$ cat config.mk
export PLATFORM = sky130hd
export DESIGN_NAME = omp_host_seq_flat
export DESIGN_NICKNAME = d
export VERILOG_FILES = /design/src/rtl/omp_pkg.sv /design/src/rtl/omp_host_seq_if.sv /design/src/rtl/omp_rd_slot.sv /design/src/rtl/omp_host_seq.sv /design/src/flat_wrapper.sv
export SDC_FILE = /design/constraint.sdc
export NUM_CORES = 1
export LEC_CHECK = 0
export CAP_MARGIN = 20
export CELL_PAD_IN_SITES_DETAIL_PLACEMENT = 1
export CELL_PAD_IN_SITES_GLOBAL_PLACEMENT = 1
export CORE_MARGIN = 8
export CORE_UTILIZATION = 33
export DETAILED_ROUTE_END_ITERATION = 12
export GPL_TIMING_DRIVEN = 0
export PLACE_DENSITY = 0.84
export SETUP_SLACK_MARGIN = 0.1
export SLEW_MARGIN = 40
export SYNTH_ARGS = -nofsm -noshare
export SYNTH_HDL_FRONTEND = slang
export SYNTH_SLANG_ARGS = --single-unit
$ cat constraint.sdc
create_clock -name clk -period 3.5 [get_ports clk]
set_input_delay 0.7 -clock clk [delete_from_list [all_inputs] [get_ports clk]]
set_output_delay 0.7 -clock clk [all_outputs]
set_load 0.01 [all_outputs]
$ cat src/rtl/omp_pkg.sv
// Shared types and sizing for the OMP host sequencer and the core wrapper.
// Sequencer states, readback-slot phases, address widths and default frame sizes.
package omp_pkg;

  localparam int unsigned DATA_W  = 32;
  localparam int unsigned Q_AW    = 15;
  localparam int unsigned X_AW    = 8;
  localparam int unsigned V_AW    = 7;

  localparam int unsigned N_Q_DEF = 3200;
  localparam int unsigned N_X_DEF = 100;
  localparam int unsigned K_DEF   = 100;

  typedef enum logic [2:0] {
    ST_IDLE    = 3'd0,
    ST_LOAD_Q  = 3'd1,
    ST_LOAD_X  = 3'd2,
    ST_START   = 3'd3,
    ST_WAIT    = 3'd4,
    ST_RD_LEN  = 3'd5,
    ST_RD_SUPP = 3'd6,
    ST_RD_V    = 3'd7
  } omp_seq_state_t;

  typedef enum logic [1:0] {
    SL_IDLE = 2'd0,
    SL_MEM  = 2'd1,
    SL_CAP  = 2'd2,
    SL_HOLD = 2'd3
  } omp_slot_phase_t;

  // Number of support/V words actually streamed: the reported length, capped at K.
  function automatic logic [7:0] clamp_len(input logic [31:0] len, input logic [7:0] k);
    logic [7:0] n;
    if (len > {24'd0, k}) begin
      n = k;
    end else begin
      n = len[7:0];
    end
    return n;
  endfunction

endpackage

$ cat src/rtl/omp_host_seq_if.sv
// Input and result stream bundle between the host and the OMP sequencer.
// slave is the sequencer side, master the host side.
interface omp_host_seq_if;

  logic [omp_pkg::DATA_W-1:0] s_data;
  logic                       s_valid;
  logic                       s_ready;
  logic [omp_pkg::DATA_W-1:0] m_data;
  logic                       m_valid;
  logic                       m_ready;
  logic                       m_last;

  modport slave (
    input  s_data, s_valid, m_ready,
    output s_ready, m_data, m_valid, m_last
  );

  modport master (
    output s_data, s_valid, m_ready,
    input  s_ready, m_data, m_valid, m_last
  );

endinterface

$ cat src/rtl/omp_rd_slot.sv
// One readback phase: issue address, wait for the synchronous memory, capture, hold until consumed.
// The next address is only issued once the presented word has been taken.
module omp_rd_slot
  import omp_pkg::*;
#(
  parameter bit FINAL_PHASE = 1'b0
)(
  input  logic            clk,
  input  logic            rst,
  input  logic            start,
  input  logic [7:0]      n,
  input  logic            m_ready,
  output logic [V_AW-1:0] addr,
  output logic            cap,
  output logic            frame_last,
  output logic            done
);

  omp_slot_phase_t phase_r;
  omp_slot_phase_t phase_next_s;
  logic [V_AW-1:0] addr_r;
  logic [V_AW-1:0] addr_next_s;
  logic            take_s;
  logic            last_s;

  // Phase sequencing and address advance.
  always_comb begin
    phase_next_s = phase_r;
    addr_next_s  = addr_r;
    take_s       = 1'b0;
    last_s       = ({1'b0, addr_r} == (n - 8'd1));
    case (phase_r)
      SL_IDLE: begin
        if (start) begin
          phase_next_s = SL_MEM;
          addr_next_s  = 7'd0;
        end else begin
          phase_next_s = SL_IDLE;
        end
      end
      SL_MEM:  phase_next_s = SL_CAP;
      SL_CAP:  phase_next_s = SL_HOLD;
      SL_HOLD: begin
        take_s = m_ready;
        if (m_ready && last_s) begin
          phase_next_s = SL_IDLE;
        end else if (m_ready) begin
          phase_next_s = SL_MEM;
          addr_next_s  = addr_r + 7'd1;
        end else begin
          phase_next_s = SL_HOLD;
        end
      end
      default: phase_next_s = SL_IDLE;
    endcase
  end

  // Phase and address registers.
  always_ff @(posedge clk) begin
    if (rst) begin
      phase_r <= SL_IDLE;
      addr_r  <= 7'd0;
    end else begin
      phase_r <= phase_next_s;
      addr_r  <= addr_next_s;
    end
  end

  assign addr       = addr_r;
  assign cap        = (phase_r == SL_CAP);
  assign frame_last = FINAL_PHASE & last_s;
  assign done       = take_s & last_s;

endmodule

$ cat src/rtl/omp_host_seq.sv
// Host-side sequencer: loads one frame into the core's Q/X memories, runs the core,
// then streams support length, support indices and coefficients back out.
module omp_host_seq
  import omp_pkg::*;
#(
  parameter int unsigned N_Q = N_Q_DEF,
  parameter int unsigned N_X = N_X_DEF,
  parameter int unsigned K   = K_DEF
)(
  input  logic              clk,
  input  logic              rst,
  omp_host_seq_if.slave     bus,
  output logic              busy,
  output logic [Q_AW-1:0]   Q_address_in,
  output logic [DATA_W-1:0] datain,
  output logic              Q_we_in,
  output logic [X_AW-1:0]   X_address0_in,
  output logic [DATA_W-1:0] X_d0_in,
  output logic              X_we0_in,
  output logic              ap_start,
  input  logic              ap_done,
  input  logic              ap_idle,
  output logic [V_AW-1:0]   supp_address0_in,
  input  logic [DATA_W-1:0] supp_q0,
  output logic [V_AW-1:0]   V_address0_in,
  input  logic [DATA_W-1:0] V_q0,
  input  logic [DATA_W-1:0] supp_len
);

  localparam logic [Q_AW-1:0] Q_LAST = Q_AW'(N_Q - 1);
  localparam logic [X_AW-1:0] X_LAST = X_AW'(N_X - 1);
  localparam logic [7:0]      K_N    = 8'(K);

  omp_seq_state_t    state_r;
  omp_seq_state_t    state_next_s;

  logic              s_ready_r;
  logic [DATA_W-1:0] m_data_r;
  logic              m_valid_r;
  logic              m_last_r;
  logic              busy_r;
  logic              ap_start_r;
  logic [Q_AW-1:0]   q_addr_r;
  logic [DATA_W-1:0] q_data_r;
  logic              q_we_r;
  logic [X_AW-1:0]   x_addr_r;
  logic [DATA_W-1:0] x_data_r;
  logic              x_we_r;
  logic [Q_AW-1:0]   qcnt_r;
  logic [X_AW-1:0]   xcnt_r;
  logic [7:0]        n_r;

  logic              accept_s;
  logic              out_take_s;
  logic              supp_start_s;
  logic              v_start_s;
  logic              supp_cap_s;
  logic              supp_flast_s;
  logic              supp_done_s;
  logic              v_cap_s;
  logic              v_flast_s;
  logic              v_done_s;

  // Next-state decode for the frame sequencer.
  always_comb begin
    state_next_s = state_r;
    accept_s     = s_ready_r & bus.s_valid;
    out_take_s   = m_valid_r & bus.m_ready;
    supp_start_s = 1'b0;
    case (state_r)
      ST_IDLE: begin
        if (ap_idle) state_next_s = ST_LOAD_Q;
        else         state_next_s = ST_IDLE;
      end
      ST_LOAD_Q: begin
        if (accept_s && (qcnt_r == Q_LAST)) state_next_s = ST_LOAD_X;
        else                                state_next_s = ST_LOAD_Q;
      end
      ST_LOAD_X: begin
        if (accept_s && (xcnt_r == X_LAST)) state_next_s = ST_START;
        else                                state_next_s = ST_LOAD_X;
      end
      ST_START: begin
        if (!ap_idle) state_next_s = ST_WAIT;
        else          state_next_s = ST_START;
      end
      ST_WAIT: begin
        if (ap_done) state_next_s = ST_RD_LEN;
        else         state_next_s = ST_WAIT;
      end
      ST_RD_LEN: begin
        if (out_take_s && (n_r == 8'd0)) begin
          state_next_s = ST_IDLE;
        end else if (out_take_s) begin
          state_next_s = ST_RD_SUPP;
          supp_start_s = 1'b1;
        end else begin
          state_next_s = ST_RD_LEN;
        end
      end
      ST_RD_SUPP: begin
        if (supp_done_s) state_next_s = ST_RD_V;
        else             state_next_s = ST_RD_SUPP;
      end
      ST_RD_V: begin
        if (v_done_s) state_next_s = ST_IDLE;
        else          state_next_s = ST_RD_V;
      end
      default: state_next_s = ST_IDLE;
    endcase
  end

  assign v_start_s = (state_r == ST_RD_SUPP) & supp_done_s;

  // State register.
  always_ff @(posedge clk) begin
    if (rst) state_r <= ST_IDLE;
    else     state_r <= state_next_s;
  end

  // Load path: one registered write per accepted word, counters hold on idle cycles.
  always_ff @(posedge clk) begin
    if (rst) begin
      q_addr_r <= 15'd0;
      q_data_r <= 32'd0;
      q_we_r   <= 1'b0;
      x_addr_r <= 8'd0;
      x_data_r <= 32'd0;
      x_we_r   <= 1'b0;
      qcnt_r   <= 15'd0;
      xcnt_r   <= 8'd0;
    end else begin
      q_we_r <= 1'b0;
      x_we_r <= 1'b0;
      if ((state_r == ST_LOAD_Q) && accept_s) begin
        q_addr_r <= qcnt_r;
        q_data_r <= bus.s_data;
        q_we_r   <= 1'b1;
        qcnt_r   <= (qcnt_r == Q_LAST) ? 15'd0 : (qcnt_r + 15'd1);
      end else if ((state_r == ST_LOAD_X) && accept_s) begin
        x_addr_r <= xcnt_r;
        x_data_r <= bus.s_data;
        x_we_r   <= 1'b1;
        xcnt_r   <= (xcnt_r == X_LAST) ? 8'd0 : (xcnt_r + 8'd1);
      end else if (state_r == ST_IDLE) begin
        qcnt_r <= 15'd0;
        xcnt_r <= 8'd0;
      end
    end
  end

  // Control outputs follow the state being entered so they are valid in that state's first cycle.
  always_ff @(posedge clk) begin
    if (rst) begin
      s_ready_r  <= 1'b0;
      ap_start_r <= 1'b0;
      busy_r     <= 1'b0;
      n_r        <= 8'd0;
    end else begin
      s_ready_r  <= (state_next_s == ST_LOAD_Q) || (state_next_s == ST_LOAD_X);
      ap_start_r <= (state_next_s == ST_START);
      busy_r     <= (state_next_s != ST_IDLE);
      if ((state_r == ST_WAIT) && ap_done) begin
        n_r <= clamp_len(supp_len, K_N);
      end
    end
  end

  // Result stream register; the raw length is sent even when the word count is clamped.
  always_ff @(posedge clk) begin
    if (rst) begin
      m_data_r  <= 32'd0;
      m_valid_r <= 1'b0;
      m_last_r  <= 1'b0;
    end else if ((state_r == ST_WAIT) && ap_done) begin
      m_data_r  <= supp_len;
      m_valid_r <= 1'b1;
      m_last_r  <= (clamp_len(supp_len, K_N) == 8'd0);
    end else if (supp_cap_s) begin
      m_data_r  <= supp_q0;
      m_valid_r <= 1'b1;
      m_last_r  <= supp_flast_s;
    end else if (v_cap_s) begin
      m_data_r  <= V_q0;
      m_valid_r <= 1'b1;
      m_last_r  <= v_flast_s;
    end else if (out_take_s) begin
      m_valid_r <= 1'b0;
      m_last_r  <= 1'b0;
    end
  end

  omp_rd_slot #(.FINAL_PHASE(1'b0)) u_supp_slot (
    .clk        (clk),
    .rst        (rst),
    .start      (supp_start_s),
    .n          (n_r),
    .m_ready    (bus.m_ready),
    .addr       (supp_address0_in),
    .cap        (supp_cap_s),
    .frame_last (supp_flast_s),
    .done       (supp_done_s)
  );

  omp_rd_slot #(.FINAL_PHASE(1'b1)) u_v_slot (
    .clk        (clk),
    .rst        (rst),
    .start      (v_start_s),
    .n          (n_r),
    .m_ready    (bus.m_ready),
    .addr       (V_address0_in),
    .cap        (v_cap_s),
    .frame_last (v_flast_s),
    .done       (v_done_s)
  );

  assign bus.s_ready   = s_ready_r;
  assign bus.m_data    = m_data_r;
  assign bus.m_valid   = m_valid_r;
  assign bus.m_last    = m_last_r;
  assign busy          = busy_r;
  assign ap_start      = ap_start_r;
  assign Q_address_in  = q_addr_r;
  assign datain        = q_data_r;
  assign Q_we_in       = q_we_r;
  assign X_address0_in = x_addr_r;
  assign X_d0_in       = x_data_r;
  assign X_we0_in      = x_we_r;

endmodule

$ cat src/flat_wrapper.sv
// flat-port wrapper written by rule: the top's interface ports become plain ports
module omp_host_seq_flat import omp_pkg::*;
#(
  parameter int unsigned N_Q = N_Q_DEF,
  parameter int unsigned N_X = N_X_DEF,
  parameter int unsigned K   = K_DEF
)
  (clk, rst, busy, Q_address_in, datain, Q_we_in, X_address0_in, X_d0_in, X_we0_in, ap_start, ap_done, ap_idle, supp_address0_in, supp_q0, V_address0_in, V_q0, supp_len, bus_s_data, bus_s_valid, bus_m_ready, bus_s_ready, bus_m_data, bus_m_valid, bus_m_last);
  omp_host_seq_if bus_i ();
  input  logic clk;
  input  logic rst;
  output logic busy;
  output logic [Q_AW-1:0] Q_address_in;
  output logic [DATA_W-1:0] datain;
  output logic Q_we_in;
  output logic [X_AW-1:0] X_address0_in;
  output logic [DATA_W-1:0] X_d0_in;
  output logic X_we0_in;
  output logic ap_start;
  input  logic ap_done;
  input  logic ap_idle;
  output logic [V_AW-1:0] supp_address0_in;
  input  logic [DATA_W-1:0] supp_q0;
  output logic [V_AW-1:0] V_address0_in;
  input  logic [DATA_W-1:0] V_q0;
  input  logic [DATA_W-1:0] supp_len;
  input wire logic [$bits(bus_i.s_data)-1:0] bus_s_data;
  input wire logic [$bits(bus_i.s_valid)-1:0] bus_s_valid;
  input wire logic [$bits(bus_i.m_ready)-1:0] bus_m_ready;
  output wire logic [$bits(bus_i.s_ready)-1:0] bus_s_ready;
  output wire logic [$bits(bus_i.m_data)-1:0] bus_m_data;
  output wire logic [$bits(bus_i.m_valid)-1:0] bus_m_valid;
  output wire logic [$bits(bus_i.m_last)-1:0] bus_m_last;
  assign bus_i.s_data = bus_s_data;
  assign bus_i.s_valid = bus_s_valid;
  assign bus_i.m_ready = bus_m_ready;
  assign bus_s_ready = bus_i.s_ready;
  assign bus_m_data = bus_i.m_data;
  assign bus_m_valid = bus_i.m_valid;
  assign bus_m_last = bus_i.m_last;
  omp_host_seq #(.N_Q(N_Q), .N_X(N_X), .K(K)) u_core (.clk(clk), .rst(rst), .bus(bus_i), .busy(busy), .Q_address_in(Q_address_in), .datain(datain), .Q_we_in(Q_we_in), .X_address0_in(X_address0_in), .X_d0_in(X_d0_in), .X_we0_in(X_we0_in), .ap_start(ap_start), .ap_done(ap_done), .ap_idle(ap_idle), .supp_address0_in(supp_address0_in), .supp_q0(supp_q0), .V_address0_in(V_address0_in), .V_q0(V_q0), .supp_len(supp_len));
endmodule
==> results.toml <==
[critical_path]
cp_cell_sequence = "buf_2, inv_1, ha_1, buf_2, nor2b_1, or3_1, a31oi_4, o21ai_4, o21ai_1, mux2_2, and3_1"
crit_fanout = 9
crit_path_start_kind = "flip-flop"
required_ns = 3.83
crit_arrival_ns = 3.03
critPathMaxStageDelay_ns = 0.39
cp_slowest_cell = "or3_1"
regToRegSetupSlack_ns = 0.80
worstSetupPathType = "reg2reg"
cp-end-kind = "flip-flop"
crit_top_cell = "buf_2"

[drt]
drt-total-wl_um = 31100
viasPerCell = 5.15
drc = 0
drt_iter0_markers = 321
num_vias = 8523
ant_nets = 0
wl_per_cell_um = 18.8
first_pass_iters = 4

[finish]
drive_gt1_share_pct = 5.26
stdcell_count = 1654
area_delta_synth_final_pct = 46.0
nFillCells = 2941
insertedDiodeCount = 0
layout.nets = 1457

[pwr]
p_per_area_mw_per_mm2 = 365
ir_worst_vdd_v = 0.000211
p_leak_nw = 4.00

[yosys]
synthCells = 1027
syn-num-nets = 1167
yosysSeqAreaShare_pct = 43.7
ys_warn_count = 0
synthArstFlopShare_pct = 0
synth-edff-count = 0
ys_types = 71
synth_area_per_cell_um2 = 7.95
synthesis.area_mm2 = 0.00816
ys.flop_type = "dfxtp_1"
synth_seq_cells = 178

[clock_tree]
clk-insertion-delay-late_ns = 0.44
htree_levels = 4
numCtsBuffers = 17
cts_resized = 0
cts_tree = "built"
clk_pin_slew_ns = 0.08
cts_hold_buf = 0
cts-root-buf = "clkbuf_16"
cts_num_sinks = 178
post_cts_buffers = 0
cts.path.max_buffers = 2

[timing]
rsz0062_at_grt = "no"
clock_skew_ns = 0.0198
slew-limit-headroom_pct = 50.8
postLayoutSetupSlackWorst_ns = 0.803
finalSetupTns_ns = 0
hold_viol_final = 0
worst_slew_pin_slew_ns = 0.733
final-setup-viol-count = 0
slew_viol_final = 0
fmax_mhz = 371
fin_crit_sh_pct = 77.1
hold_slack_ns = 0.454
post-route-min-period_ns = 2.70

[job]
drv_cap = 0

[die]
start_util_pct = 33.6
die_y_um = 173
rows = 57
io-pin-count = 274
dieArea_mm2 = 0.0300
fp.dieW_um = 173
core_mm2 = 0.0243

[global_routing]
overflow = 0
grt_max_degree = 22
grt_pass1_vias = 9200
grt_pass1_wl_um = 50100
grtUsageTotal_pct = 20.5
antenna_found_initial = 1

[min_path]
hold_class = "reg2reg"

[status]
status = "finished, final reports clean"

[place]
gp_congestion = 0.851
dp_hpwl_um = 24700
pre_cts_slack_ns = 0.366
dp.cells = 1622
portBuffers = 271
synthesized netlist by cell type, types with 10 or more instances:
library cell  number  area, um2
a211oi_1          35        263
a21oi_1          144        721
and3_1            12       75.1
buf_2             16       80.1
clkbuf_1          51        191
dfxtp_1          178       3560
mux2i_1           39        390
nand2_1          215        807
nand3_1           24        120
nand4_1           11       68.8
nor2_1           116        435
nor3_1            14       70.1
o21ai_0           18       90.1
xnor2_1           10       87.6
xor2_1            12        105
critical path, delay by kind of cell (launching register included):
family / cells / cell delay (ns)
buf+inv: 3 / 0.45
simple gates: 3 / 0.69
mux: 1 / 0.36
compound gates: 3 / 0.60
fa+ha+maj: 1 / 0.19
flops: 1 / 0.31
cell families (layout without fill, tap and decap cells):
group / Yosys count / count (layout) / synth area share, %
adders and majority gates: 6 / 6 / 0.920
xor gates and xnor gates: 24 / 24 / 2.91
DFF: 178 / 178 / 43.7
AOI/OAI and AO/OA: 248 / 248 / 18.5
muxes: 41 / 41 / 5.20
and+or+nand+nor: 450 / 450 / 24.8
buffers and inverters: 80 / 383 / 4.06
stage by stage:
step,power (mW),utilization (%),instance area (um2)
floorplan,2.18,-,8160
global placement,2.40,46.4,11300
detailed placement,2.41,46.4,11300
CTS,4.39,49.0,11900
global route,4.51,49.0,11900
finish,4.35,49.0,11900
state kept, by name, summed over array words and instances, names as in the netlist, 2 cells and up:
signal                      cells
u_core.X_d0_in                 32
u_core.bus.m_data              32
u_core.datain                  32
u_core.Q_address_in            15
u_core.qcnt_r                  15
u_core.X_address0_in            8
u_core.n_r                      8
u_core.xcnt_r                   8
u_core.u_supp_slot.addr         7
u_core.u_v_slot.addr            7
u_core.state_r                  3
u_core.u_supp_slot.phase_r      2
u_core.u_v_slot.phase_r         2
cell type report:
class | instances | area (um2) | share of cell area [%]
plain buffers | 72 | 302 | 2.53
clock buffers | 17 | 425 | 3.57
clock inverters | 15 | 203 | 1.70
inverters | 8 | 30.0 | 0.252
multi-input cells | 769 | 4270 | 35.9
flip-flops and latches | 178 | 3560 | 29.9
well taps | 324 | 405 | 3.40
repair buffers | 271 | 2710 | 22.8
per-layer routing:
metal	track usage [%]	up-vias	share of wire (%)	wire [um]
li1	-	4137	-	-
met5	0	-	0.032	10
met2	35.9	244	50	15400
met4	7.22	2	2.5	774
met3	7.12	41	6.4	1990
met1	22.9	4099	41	12900
final timing paths:
path	start	to	cells past startpoint
hold reg to reg	u_core.Q_address_in[8]	u_core.Q_address_in[8]	2
setup reg to reg	u_core.n_r[0]	u_core.bus.s_ready	11
setup / recovery	u_core.n_r[0]	u_core.bus.s_ready	11
hold / removal	u_core.Q_address_in[8]	u_core.Q_address_in[8]	2
power breakdown:
group	internal (mW)	switching [mW]
combinational	0.175	0.144
sequential	2.03	0.00680
clock	0.990	1.00
cells in the final DEF (no fill, tap or decap), types with 8 or more instances in the layout:
cell type / netlist / final
a31oi_1: 8 / 8
clkbuf_16: 0 / 17
nand4_1: 11 / 11
nand2_1: 215 / 215
nand3_1: 24 / 24
o21ai_0: 18 / 18
xnor2_1: 10 / 10
mux2i_1: 39 / 39
buf_2: 16 / 16
clkdlybuf4s50_1: 0 / 271
a21oi_1: 144 / 144
nor2_1: 116 / 116
dfxtp_1: 178 / 178
a211oi_1: 35 / 35
xor2_1: 12 / 12
and3_1: 12 / 12
nor3_1: 14 / 13
clkbuf_1: 51 / 51
inv_1: 8 / 8
Note: power is estimated with default switching activity, not from simulation.
